`src/rtl/btn_reg_pkg.sv`:
```
// Shared constants for the button-driven shift/count register.
package btn_reg_pkg;

    // Encodings of the synchronised mode switch.
    localparam logic MODE_SHIFT = 1'b0;
    localparam logic MODE_COUNT = 1'b1;

    // Raw buttons are active-low, so the idle level is 1.
    localparam logic BTN_RELEASED = 1'b1;

    // 10 ms stability window at 27 MHz.
    localparam int unsigned DB_CYCLES_DEFAULT = 270000;

endpackage

```
`src/rtl/btn_debounce.sv`:
```
// Debouncer for one active-low push button: 2-flop synchroniser, stability
// counter and a registered one-cycle pulse on each debounced press.
module btn_debounce
    import btn_reg_pkg::*;
#(
    parameter int unsigned DB_CYCLES = DB_CYCLES_DEFAULT
) (
    input  logic clk,
    input  logic rst_n,
    input  logic btn_n,
    output logic press
);

    localparam int unsigned CW = $clog2(DB_CYCLES + 1);
    localparam logic [CW-1:0] CNT_LAST = CW'(DB_CYCLES - 1);

    logic          r_sync1;
    logic          r_sync2;
    logic          r_db;
    logic          r_db_q;
    logic          r_press;
    logic [CW-1:0] r_cnt;

    logic          w_differ;
    logic          w_fall;

    assign w_differ = (r_sync2 != r_db);
    // Debounced released->pressed only; the release direction is ignored.
    assign w_fall   = (r_db_q == BTN_RELEASED) && (r_db != BTN_RELEASED);

    // Two-flop synchroniser for the raw button.
    always_ff @(posedge clk) begin
        if (!rst_n) begin
            r_sync1 <= BTN_RELEASED;
            r_sync2 <= BTN_RELEASED;
        end else begin
            r_sync1 <= btn_n;
            r_sync2 <= r_sync1;
        end
    end

    // Stability counter: the debounced level follows only after DB_CYCLES
    // consecutive cycles of disagreement; any agreement restarts the count.
    always_ff @(posedge clk) begin
        if (!rst_n) begin
            r_cnt <= '0;
            r_db  <= BTN_RELEASED;
        end else if (w_differ) begin
            if (r_cnt == CNT_LAST) begin
                r_cnt <= '0;
                r_db  <= r_sync2;
            end else begin
                r_cnt <= r_cnt + CW'(1);
            end
        end else begin
            r_cnt <= '0;
        end
    end

    // Delayed copy of the debounced level and the registered press pulse.
    always_ff @(posedge clk) begin
        if (!rst_n) begin
            r_db_q  <= BTN_RELEASED;
            r_press <= 1'b0;
        end else begin
            r_db_q  <= r_db;
            r_press <= w_fall;
        end
    end

    assign press = r_press;

endmodule

```
`src/rtl/btn_shift_reg.sv`:
```
// Button-clocked register: each debounced press of btn_clk_n either shifts
// in the data button or counts up/down, depending on the mode switch.
module btn_shift_reg
    import btn_reg_pkg::*;
#(
    parameter int unsigned WIDTH     = 5,
    parameter int unsigned DB_CYCLES = DB_CYCLES_DEFAULT
) (
    input  logic             clk,
    input  logic             rst_n,
    input  logic             btn_clk_n,
    input  logic             btn_d_n,
    input  logic             mode,
    output logic [WIDTH-1:0] led,
    output logic             evt
);

    logic             r_d_sync1;
    logic             r_d_sync2;
    logic             r_mode_sync1;
    logic             r_mode_sync2;
    logic [WIDTH-1:0] r_led;
    logic             r_evt;

    logic             w_press;
    logic             w_d;
    logic [WIDTH-1:0] w_shift;
    logic [WIDTH-1:0] w_count;
    logic [WIDTH-1:0] w_led_next;

    btn_debounce #(
        .DB_CYCLES (DB_CYCLES)
    ) u_clk_db (
        .clk   (clk),
        .rst_n (rst_n),
        .btn_n (btn_clk_n),
        .press (w_press)
    );

    // Two-flop synchronisers for the data button and the mode switch.
    always_ff @(posedge clk) begin
        if (!rst_n) begin
            r_d_sync1    <= BTN_RELEASED;
            r_d_sync2    <= BTN_RELEASED;
            r_mode_sync1 <= MODE_SHIFT;
            r_mode_sync2 <= MODE_SHIFT;
        end else begin
            r_d_sync1    <= btn_d_n;
            r_d_sync2    <= r_d_sync1;
            r_mode_sync1 <= mode;
            r_mode_sync2 <= r_mode_sync1;
        end
    end

    assign w_d = ~r_d_sync2;

    // A one-bit register has nothing to shift, it just loads d.
    if (WIDTH == 1) begin : g_shift_w1
        assign w_shift = w_d;
    end else begin : g_shift_wn
        assign w_shift = {r_led[WIDTH-2:0], w_d};
    end

    // Up on d = 0, down on d = 1; natural wrap modulo 2^WIDTH.
    assign w_count = w_d ? (r_led - WIDTH'(1)) : (r_led + WIDTH'(1));

    // Select the update according to the mode seen in the event cycle.
    always_comb begin
        w_led_next = w_shift;
        if (r_mode_sync2 == MODE_COUNT) begin
            w_led_next = w_count;
        end
    end

    // Register update and event flag, both only on a press pulse.
    always_ff @(posedge clk) begin
        if (!rst_n) begin
            r_led <= '0;
            r_evt <= 1'b0;
        end else begin
            r_evt <= w_press;
            if (w_press) begin
                r_led <= w_led_next;
            end
        end
    end

    assign led = r_led;
    assign evt = r_evt;

endmodule

```
`config.mk`:
```
export PLATFORM = sky130hd
export DESIGN_NAME = btn_shift_reg
export DESIGN_NICKNAME = d
export VERILOG_FILES = /design/src/rtl/btn_reg_pkg.sv /design/src/rtl/btn_debounce.sv /design/src/rtl/btn_shift_reg.sv
export SDC_FILE = /design/constraint.sdc
export NUM_CORES = 1
export LEC_CHECK = 0
export BUFFER_PORTS_ARGS = -buffer_cell sky130_fd_sc_hd__buf_2
export CAP_MARGIN = 30
export CELL_PAD_IN_SITES_DETAIL_PLACEMENT = 2
export CELL_PAD_IN_SITES_GLOBAL_PLACEMENT = 2
export CORE_MARGIN = 10
export CORE_UTILIZATION = 37
export DETAILED_ROUTE_END_ITERATION = 7
export MAX_ROUTING_LAYER = met4
export PLACE_DENSITY_LB_ADDON = 0.1
export SKIP_CTS_REPAIR_TIMING = 1
export SLEW_MARGIN = 15
export SYNTH_ARGS = -nofsm -noshare
export SYNTH_HDL_FRONTEND = slang
export SYNTH_SLANG_ARGS = --single-unit
export TNS_END_PERCENT = 5
```
`constraint.sdc`:
```
create_clock -name clk -period 2.5 [get_ports clk]
set_input_delay 0.125 -clock clk [delete_from_list [all_inputs] [get_ports clk]]
set_output_delay 0.125 -clock clk [all_outputs]
set_load 0.01 [all_outputs]
```
# Yosys cells after proc, flatten, opt, wreduce, memory -nomap -nowiden
# Cells that the tools add are included.
# op_classes
n_addsub	3
eq_ne	2
n_mux	2
n_bitwise	4
n_reduce_logical	3
# ops
op	count
$add 19x1->19 const B	1
$eq 19x19->1 const B	1
$mux 5	2
$add 5x1->5 const B	1
$sub 5x1->5 const B	1
$not 1->1	4
$reduce_or 3->1	1
$reduce_and 2->1	1
$logic_and 1x1->1	1
$ne 1x1->1	1
# word_totals
ff_bits	34
elab_cells	26

# Longest topological paths before layout
# Gate-level depths: netlist of the first run.
# logic_depth
depth_word	3
ltp_mapped	7
depth_no_buf	6

# Cells and area by module
# From an unflattened synthesis of the first run, not the netlist that was laid out.
# unflattened
hier_cells	178
area_unflattened_um2	1602.8
# by_module_without_submodules
mod	instances	cells_each	area_each_um2
btn_debounce	1	111	1009.7
btn_shift_reg	1	67	593.1

# Worst setup path after synthesis of the first run
# Ideal clock, no wire load.
# synth_path
kind	register to register
from	reg r_d_sync2
to	reg r_led[4], in the netlist led[4]
setup_time_ps	69
arrival_time_ps	1700
required_time_ps	2431
path_slack_ps	731
path_stages_with_launch	8
cell_sequence	dfxtp_1 > clkbuf_1 > inv_1 > ha_1 > or4b_1 > nor3_1 > nor3_1 > o21ai_1
# synth_between
elab_chain_cells	2
# synth_rtl
item	line_no	text
from (decl)	btn_shift_reg.sv:19	logic r_d_sync2;
from (signal assigned)	btn_shift_reg.sv:49	r_d_sync2 <= r_d_sync1;
$mux 5	btn_shift_reg.sv:65	assign w_count = w_d ? (r_led - WIDTH'(1)) : (r_led + WIDTH'(1));
$mux 5	btn_shift_reg.sv:70	if (r_mode_sync2 == MODE_COUNT) begin
to (signal assigned)	btn_shift_reg.sv:83	r_led <= w_led_next;
to (decl)	btn_shift_reg.sv:22	logic [WIDTH-1:0] r_led;
# Every way passes these cells.
# A chain may end at the register's enable or synchronous reset.

# Final worst setup path of the first run
# Ends and elaborated chain as after synthesis.

==> flow_metrics.env, run 1 <==
export IMPL_wl_met2_um=2120
export IMPL_status="finished, final reports clean"
export IMPL_synthSimpleGateAreaFrac_pct=30.4
export IMPL_worst_r2r_endpoint="led[4]"
export IMPL_syn_area_mm2=0.00167
export IMPL_synth_area_leader_cell="dfxtp_1"
export IMPL_hold_class="input port to register"
export IMPL_firstDrtPassIters=2
export IMPL_largest_register="u_clk_db.r_cnt"
export IMPL_placed_area_mm2=0.00175
export IMPL_synth_xor_area_share_pct=7.89
export IMPL_ys_seq_area_share_pct=40.9
export IMPL_grt_total_usage_pct=12.2
export IMPL_dr_wl_met3_um=112
export IMPL_power_leakage_uw=0.000658
export IMPL_hold_worst_slack_ns=0.0106
export IMPL_rr_worst_depth=6
export IMPL_async_flop_share_pct=0
export IMPL_synth_edf_count=0
export IMPL_cts_htree_levels=2
export IMPL_maxSlewViolCount=0
export IMPL_io_pins=11
export IMPL_tightest_slew_ns=0.599
export IMPL_timing_final_ws_setup_ns=0.568
export IMPL_cp_cell_sequence="inv_1 -> ha_1 -> or4b_1 -> nor3_1 -> nor3_1 -> o21ai_1"
export IMPL_maxCapViolCount=0
export IMPL_crit_end="led[4]"
export IMPL_core_mm2=0.00435
export IMPL_power_density_mw_per_mm2=633
export IMPL_r2r_setup_slack_ns=0.57
export IMPL_layout_common_cells="dfxtp_1, nor2_1"
export IMPL_grt_pass1_vias=1533
export IMPL_fp_row_count=24
export IMPL_grt_antenna_before_repair=0
export IMPL_routedWlPerCell_um=16.3
export IMPL_cp_max_fo=11
export IMPL_num_antenna_cells=0
export IMPL_cp_startpoint="r_d_sync2"
export IMPL_ir_drop_v=0.000231
export IMPL_synth_cells=186
export IMPL_critPathMostFrequentCell="nor3_1"
export IMPL_skew_ns=0.00531
export IMPL_clk_pin_slew_ns=0.08
export IMPL_finalWeightedCongestion=0.755
export IMPL_viasPerCell=5.48
export IMPL_clk_path_buf_depth=2
export IMPL_vias=1364
export IMPL_rsz0062_at_grt="false"
export IMPL_tns_ns=0
export IMPL_cts_sinks=34
export IMPL_synthAdderAreaFrac_pct=4.21
export IMPL_r2r_start="r_d_sync2"
export IMPL_cts_buffers=5
export IMPL_drc=0
export IMPL_wirelength_um=4050
export IMPL_final_layout_size_suffix_gt1_share_pct=14.7
export IMPL_finalHoldViolCount=0
export IMPL_muxShareOfSynthArea_pct=3.68
export IMPL_port_buffers=10
export IMPL_synth_seq_cells=34
export IMPL_post_route_period_util_pct=77.3
export IMPL_yosys_warnings=0
export IMPL_synthFlopType="dfxtp_1"
export IMPL_grt_overflow=0
export IMPL_slowest_delay_ns=0.54
export IMPL_worst_setup_path_type="register to register"
export IMPL_maxUsedRoutingLayer="met4"
export IMPL_max_freq_mhz=518
export IMPL_start_util_pct=38.2
export IMPL_layout_commonest_cell="dfxtp_1"
export IMPL_wl_met1_um=1760
export IMPL_die_h_um=87.1
export IMPL_dieArea_mm2=0.00758
export IMPL_final_cells=249
export IMPL_clk_latency_ns=0.29
export IMPL_startpoint_type="register"
export IMPL_synthToLayoutAreaGrowth_pct=13.4
export IMPL_grt_max_degree=19
export IMPL_yosys_area_top_type_share_pct=40.9
export IMPL_drt_iter0_drc=19
export IMPL_syn_nets=196
export IMPL_dp_cells=241
export IMPL_synth_top_family_by_area="simple AND/OR/NAND/NOR gates"
export IMPL_fin_crit_ns=1.93
export IMPL_arrival_ns=2.16
export IMPL_end_kind="register"
export IMPL_cts_root_buf="clkbuf_8"
export IMPL_die_w_um=87.1
export IMPL_fin_area_mm2=0.00189
export IMPL_synth_compound_area_share_pct=8.79
export IMPL_layout_nets=206
export IMPL_place_hpwl_um=2990
export IMPL_largest_register_ffs=19
export IMPL_ys_types=46
export IMPL_cp_slowest_cell="dfxtp_1"
export IMPL_synthTopCellsByArea="dfxtp_1, xnor2_1, nor2_1"
export IMPL_syn_avg_cell_area_um2=8.95
export IMPL_grt_pass1_wl_um=7360
export IMPL_post_place_ws_ns=0.590
export IMPL_ant_nets=0
export IMPL_cts_tree="yes"
export IMPL_setup_viol=0
export IMPL_maxSlewHeadroom_pct=60.0
export IMPL_required_ns=2.72
==> synthesized netlist by cell type, types with 2 or more instances <==
library cell / number
nor4_1: 5
and4_4: 2
dfxtp_1: 34
nand3b_1: 3
xor2_1: 5
mux2i_1: 5
nand3_1: 10
nor2_1: 21
nand2_1: 10
o311ai_0: 2
buf_2: 2
clkbuf_1: 5
nand2b_1: 8
xnor2_1: 10
and2_1: 3
inv_1: 9
nand4_1: 7
nor2b_1: 3
nor3b_1: 2
a21oi_1: 4
nor3_1: 8
ha_1: 4
==> worst min-delay path by stage <==
stage / startpoint / end / slack (ns) / cells past startpoint
CTS: btn_clk_n / u_clk_db.r_sync1 / 0.003 / 2
finish: btn_clk_n / u_clk_db.r_sync1 / 0.01 / 2
global placement: btn_clk_n / u_clk_db.r_sync1 / 0.30 / 2
floorplan: rst_n / u_clk_db.r_sync1 / 0.20 / 1
detailed placement: btn_clk_n / u_clk_db.r_sync1 / 0.31 / 2
global route: btn_d_n / r_d_sync1 / 0.02 / 2
==> cells by family after synthesis <==
logic type,Yosys count
AO/OA/AOI/OAI,20
XOR/XNOR,15
adder cells (fa/ha/maj),5
buffers and inverters,17
flip-flops,34
multiplexers,6
AND/OR/NAND/NOR,89
==> stage by stage <==
| step | util [%] | total power (µW) |
|---|---|---|
| after floorplan | - | 582 |
| after global routing | 43.4 | 1250 |
| after global placement | 40.2 | 589 |
| after detailed placement | 40.2 | 592 |
| final | 43.4 | 1200 |
| after CTS | 43.4 | 1220 |
==> worst max-delay path, delay by kind of cell, from the launching register on <==
kind,cells,cell delay (ns)
and+or+nand+nor,3,0.79
DFF,1,0.54
adders and majority gates,1,0.27
buffers and inverters,1,0.14
AOI/OAI and AO/OA,1,0.13
==> power breakdown <==
part	switching [µW]	total [µW]	leakage, µW	internal [µW]
Sequential	6.77	553	0.000275	546
Combinational	12.8	25.1	0.000314	12.3
Clock	219	619	0.0000683	400
Total	239	1200	0.000658	958
==> cell type report <==
class	count	area (µm²)
Clock buffer	5	68.8
Clock inverter	3	68.8
Fill cell	489	2460
Inverter	9	33.8
Multi-Input combinational cell	135	915
Sequential cell	34	681
Tap cell	52	65.1
Timing Repair Buffer	11	57.6
==> routing by layer <==
metal	track usage [%]	vias up
li1	-	673
met1	13.0	674
met2	21.5	10
met3	3.09	7
met4	4.35	0
met5	-	-
Note: power is estimated with default switching activity, not from simulation.
==> run 2: changes to the inputs <==
- clock period: 2.5 -> 1.8 ns (I/O delays scaled with it)
==> run 2 against run 1 <==
Net effect: the run now ends with negative hold slack left; fmax grew 16%; count of clock-buffer cells in the layout unchanged; clock skew shrank 0.0015 ns; combinational power rose by 84%; power increased by 39%; non-clock buffer count rose by 9; routed wire length rose by 5.4%; global-route usage up 0.32 points; critical endpoint is now u_clk_db.r_cnt[18]; largest power group unchanged.
==> flow_metrics.env, run 2 (synthesis gave the netlist of run 1 again) <==
export IMPL_status="complete, but fails checks"
export IMPL_failed_checks="negative hold slack"
export IMPL_power_share_sequential_pct=46.0
export IMPL_grt_overflow=0
export IMPL_tightest_slew_ns=0.375
export IMPL_layout_nets=215
export IMPL_wirelength_um=4270
export IMPL_cp_max_fo=4
export IMPL_hold_class="input port to register"
export IMPL_maxSlewViolCount=0
export IMPL_timing_final_ws_setup_ns=0.135
export IMPL_arrival_ns=1.89
export IMPL_largest_register="u_clk_db.r_cnt"
export IMPL_grt_pass1_vias=1555
export IMPL_tns_ns=0
export IMPL_cts_sinks=34
export IMPL_slowest_delay_ns=0.50
export IMPL_end_kind="register"
export IMPL_grt_pass1_wl_um=7490
export IMPL_hold_worst_slack_ns=-0.00199
export IMPL_ir_drop_v=0.000419
export IMPL_setup_viol=0
export IMPL_post_route_period_util_pct=92.5
export IMPL_maxSlewHeadroom_pct=74.7
export IMPL_largest_register_ffs=19
export IMPL_drc=0
export IMPL_ant_nets=0
export IMPL_drt_iter0_drc=24
export IMPL_clk_latency_ns=0.29
export IMPL_port_buffers=10
export IMPL_num_antenna_cells=0
export IMPL_max_freq_mhz=601
export IMPL_place_hpwl_um=3320
export IMPL_cts_tree="yes"
export IMPL_die_w_um=87.1
export IMPL_p_sw_share_pct=19.5
export IMPL_dieArea_mm2=0.00758
export IMPL_start_util_pct=38.2
export IMPL_grt_antenna_before_repair=0
export IMPL_io_pins=11
export IMPL_core_mm2=0.00435
export IMPL_vias=1394
export IMPL_grt_max_degree=19
export IMPL_finalHoldViolCount=1
export IMPL_p_sw_uw=324
export IMPL_viasPerCell=5.40
export IMPL_finalWeightedCongestion=0.826
export IMPL_cp_slowest_cell="or4_4"
export IMPL_cts_htree_levels=2
export IMPL_clockPowerShare_pct=51.2
export IMPL_die_h_um=87.1
export IMPL_power_density_mw_per_mm2=840
export IMPL_fin_crit_ns=1.67
export IMPL_cp_cell_sequence="ha_1 -> and4_4 -> nand4_4 -> or4_4 -> a21oi_2"
export IMPL_crit_family="simple AND/OR/NAND/NOR gates"
export IMPL_required_ns=2.03
export IMPL_internal_power_uw=1340
export IMPL_firstDrtPassIters=4
export IMPL_maxCapViolCount=0
export IMPL_cts_root_buf="clkbuf_8"
export IMPL_layout_commonest_cell="dfxtp_1"
export IMPL_layout_common_cells="dfxtp_1, nor2_1"
export IMPL_clk_pin_slew_ns=0.07
export IMPL_fp_row_count=24
export IMPL_post_place_ws_ns=0.0587
export IMPL_routedWlPerCell_um=16.6
export IMPL_startpoint_type="register"
export IMPL_power_leakage_uw=0.000714
export IMPL_clk_path_buf_depth=2
export IMPL_worst_setup_path_type="register to register"
export IMPL_synthToLayoutAreaGrowth_pct=18.6
export IMPL_path_buf_inv=0
export IMPL_cts_buffers=5
export IMPL_grt_total_usage_pct=12.5
export IMPL_skew_ns=0.00378
export IMPL_rsz0062_at_grt="false"
export IMPL_final_layout_size_suffix_gt1_share_pct=19.9
export IMPL_power_frac_comb_pct=2.8
## run 2: layer usage
metal  routed length [µm]  up-vias  track usage (%)
li1                     -      688                -
met1                 1710      692             12.3
met2                 2410       12             23.9
met3                  126        2             3.37
met4                   24        0             2.61
met5                    0        -                -
## run 2: per-stage QoR
step | power (µW) | util, % | area [µm²] | cells | hold slack (ns)
6_report | 1660 | 45.4 | 1980 | 258 | -0.00199
5_1_grt | 1720 | 45.4 | 1980 | 258 | 0.00330
4_1_cts | 1690 | 44.8 | 1950 | 257 | -0.0226
3_5_place_dp | 825 | 41.6 | 1810 | 249 | 0.284
3_3_place_gp | 822 | 41.6 | 1810 | 249 | 0.269
2_1_floorplan | 808 | - | 1670 | 186 | 0.163
## run 2: worst paths after layout
kind / start / end / slack, ns / cells past startpoint
min: btn_d_n / r_d_sync1 / -0.002 / 2
min reg2reg: u_clk_db.r_db_q / u_clk_db.press / 0.41 / 2
max reg2reg: u_clk_db.r_cnt[0] / u_clk_db.r_cnt[18] / 0.13 / 5
max: u_clk_db.r_cnt[0] / u_clk_db.r_cnt[18] / 0.13 / 5
## run 2: power by group through the flow
| stage | registers (µW) | logic [µW] | clock network [µW] |
|---|---|---|---|
| after CTS | 763 | 44.3 | 878 |
| after floorplan | 778 | 29.7 | 0 |
| final | 764 | 46.2 | 849 |
| after global routing | 765 | 52.1 | 907 |
| after detailed placement | 781 | 44.0 | 0 |
| after global placement | 781 | 41.1 | 0 |
## run 2: final cells by class
cell class                 count  area, µm²
inverter                       9       33.8
sequential                    34        682
multi-input combinational    135        930
clock inverter                 3       68.8
timing repair buffer          20        128
tap                           52       65.1
clock buffer                   5       68.8
fill                         481       2380
==> run 3: changes to the inputs <==
- REMOVE_ABC_BUFFERS: default -> 1
==> run 3 against run 2 <==
Net effect: the flow now finishes without violations; critical path type unchanged; highest routed layer unchanged; clock skew about the same; fmax down 0.46%; utilization down 0.40 points; count of clock-buffer cells in the layout unchanged; critical endpoint unchanged; flip-flop and latch count unchanged.
==> flow_metrics.env, run 3 (synthesis gave the netlist of run 1 again) <==
export IMPL_fp_row_count=24
export IMPL_cts_tree="yes"
export IMPL_cts_sinks=34
export IMPL_vias=1412
export IMPL_setup_viol=0
export IMPL_hold_path_endpoint="r_mode_sync1"
export IMPL_end_kind="register"
export IMPL_ir_drop_v=0.000444
export IMPL_required_ns=2.02
export IMPL_grt_pass1_wl_um=7830
export IMPL_skew_ns=0.00337
export IMPL_clk_pin_slew_ns=0.07
export IMPL_final_layout_size_suffix_gt1_share_pct=18.8
export IMPL_rsz0062_at_grt="true"
export IMPL_power_density_mw_per_mm2=781
export IMPL_grt_pass1_vias=1531
export IMPL_worst_r2r_endpoint="u_clk_db.r_cnt[18]"
export IMPL_cp_max_fo=4
export IMPL_hold_class="input port to register"
export IMPL_tightest_slew_ns=0.368
export IMPL_wirelength_um=4400
export IMPL_post_route_period_util_pct=92.9
export IMPL_die_w_um=87.1
export IMPL_tns_ns=0
export IMPL_cts_htree_levels=2
export IMPL_num_antenna_cells=0
export IMPL_place_hpwl_um=3300
export IMPL_grt_total_usage_pct=13.0
export IMPL_finalHoldViolCount=0
export IMPL_grt_overflow=0
export IMPL_io_pins=11
export IMPL_dieArea_mm2=0.00758
export IMPL_ant_nets=0
export IMPL_rr_worst_depth=5
export IMPL_r2r_setup_slack_ns=0.13
export IMPL_arrival_ns=1.90
export IMPL_routedWlPerCell_um=17.0
export IMPL_start_util_pct=38.2
export IMPL_largest_register="u_clk_db.r_cnt"
export IMPL_maxSlewViolCount=0
export IMPL_drc=0
export IMPL_min_from="mode"
export IMPL_viasPerCell=5.45
export IMPL_startpoint_type="register"
export IMPL_r2r_start="u_clk_db.r_cnt[0]"
export IMPL_drt_iter0_drc=80
export IMPL_port_buffers=10
export IMPL_power_leakage_uw=0.000704
export IMPL_finalWeightedCongestion=0.785
export IMPL_largest_register_ffs=19
export IMPL_hold_depth=2
export IMPL_layout_common_cells="dfxtp_1, nor2_1"
export IMPL_worst_setup_path_type="register to register"
export IMPL_final_cells=259
export IMPL_core_mm2=0.00435
export IMPL_fin_crit_ns=1.67
export IMPL_nFillCells=476
export IMPL_grt_max_degree=19
export IMPL_maxCapViolCount=0
export IMPL_layout_commonest_cell="dfxtp_1"
export IMPL_grt_antenna_before_repair=0
export IMPL_cts_root_buf="clkbuf_8"
export IMPL_clk_path_buf_depth=2
export IMPL_layout_nets=216
export IMPL_maxSlewHeadroom_pct=75.2
export IMPL_dp_cells=249
export IMPL_synthToLayoutAreaGrowth_pct=17.6
export IMPL_clk_latency_ns=0.29
export IMPL_die_h_um=87.1
export IMPL_cts_buffers=5
export IMPL_max_freq_mhz=598
export IMPL_status="finished, final reports clean"
export IMPL_firstDrtPassIters=4
[run 3: through the flow]
step / util, % / setup slack (ns) / hold slack (ns) / power, µW / area [µm²]
after floorplan: - / 0.138 / 0.163 / 804 / 1630
after global placement: 41.6 / 0.136 / 0.273 / 822 / 1810
after detailed placement: 41.6 / 0.0340 / 0.287 / 827 / 1810
after CTS: 44.2 / 0.0259 / -0.0218 / 1550 / 1930
after global routing: 45.0 / 0.00581 / 0.0161 / 1590 / 1960
final: 45.0 / 0.127 / 0.0207 / 1530 / 1960
[run 3: routing by layer]
layer | vias to the layer above | global-route usage (%) | share of wire [%]
met2 | 16 | 19.4 | 47
met3 | 4 | 3.09 | 3.1
met4 | 0 | 2.61 | 0.77
li1 | 690 | - | -
met1 | 702 | 17.3 | 49
met5 | - | - | 0
[run 3: final cells by class]
| cell class | count | area (µm²) | area share (%) |
|---|---|---|---|
| Inverter | 9 | 33.8 | 1.73 |
| Clock inverter | 3 | 45.0 | 2.30 |
| Multi-Input combinational cell | 135 | 926 | 47.3 |
| Clock buffer | 5 | 68.8 | 3.51 |
| Sequential cell | 34 | 682 | 34.8 |
| Timing Repair Buffer | 21 | 138 | 7.03 |
| Tap cell | 52 | 65.1 | 3.32 |
[run 3: where the power goes]
part	internal (µW)	switching [µW]	leakage [µW]
sequential	758	4.98	0.000276
clock	412	305	0.0000504
combinational	23.1	26.6	0.000378
[run 3: worst max-delay path by stage]
stage / end / slack (ns) / from
global placement: led[4] / 0.14 / led[0]
detailed placement: led[4] / 0.03 / led[0]
global route: led[4] / 0.006 / r_d_sync2
floorplan: u_clk_db.r_cnt[18] / 0.14 / u_clk_db.r_cnt[0]
CTS: led[4] / 0.03 / led[0]
finish: u_clk_db.r_cnt[18] / 0.13 / u_clk_db.r_cnt[0]
[run 3: critical path, stage by stage, from the launching register on]
cell,delay [ns]
dfxtp_1,0.34
ha_1,0.23
and4_4,0.28
nand4_4,0.11
or4_4,0.50
a21oi_2,0.14
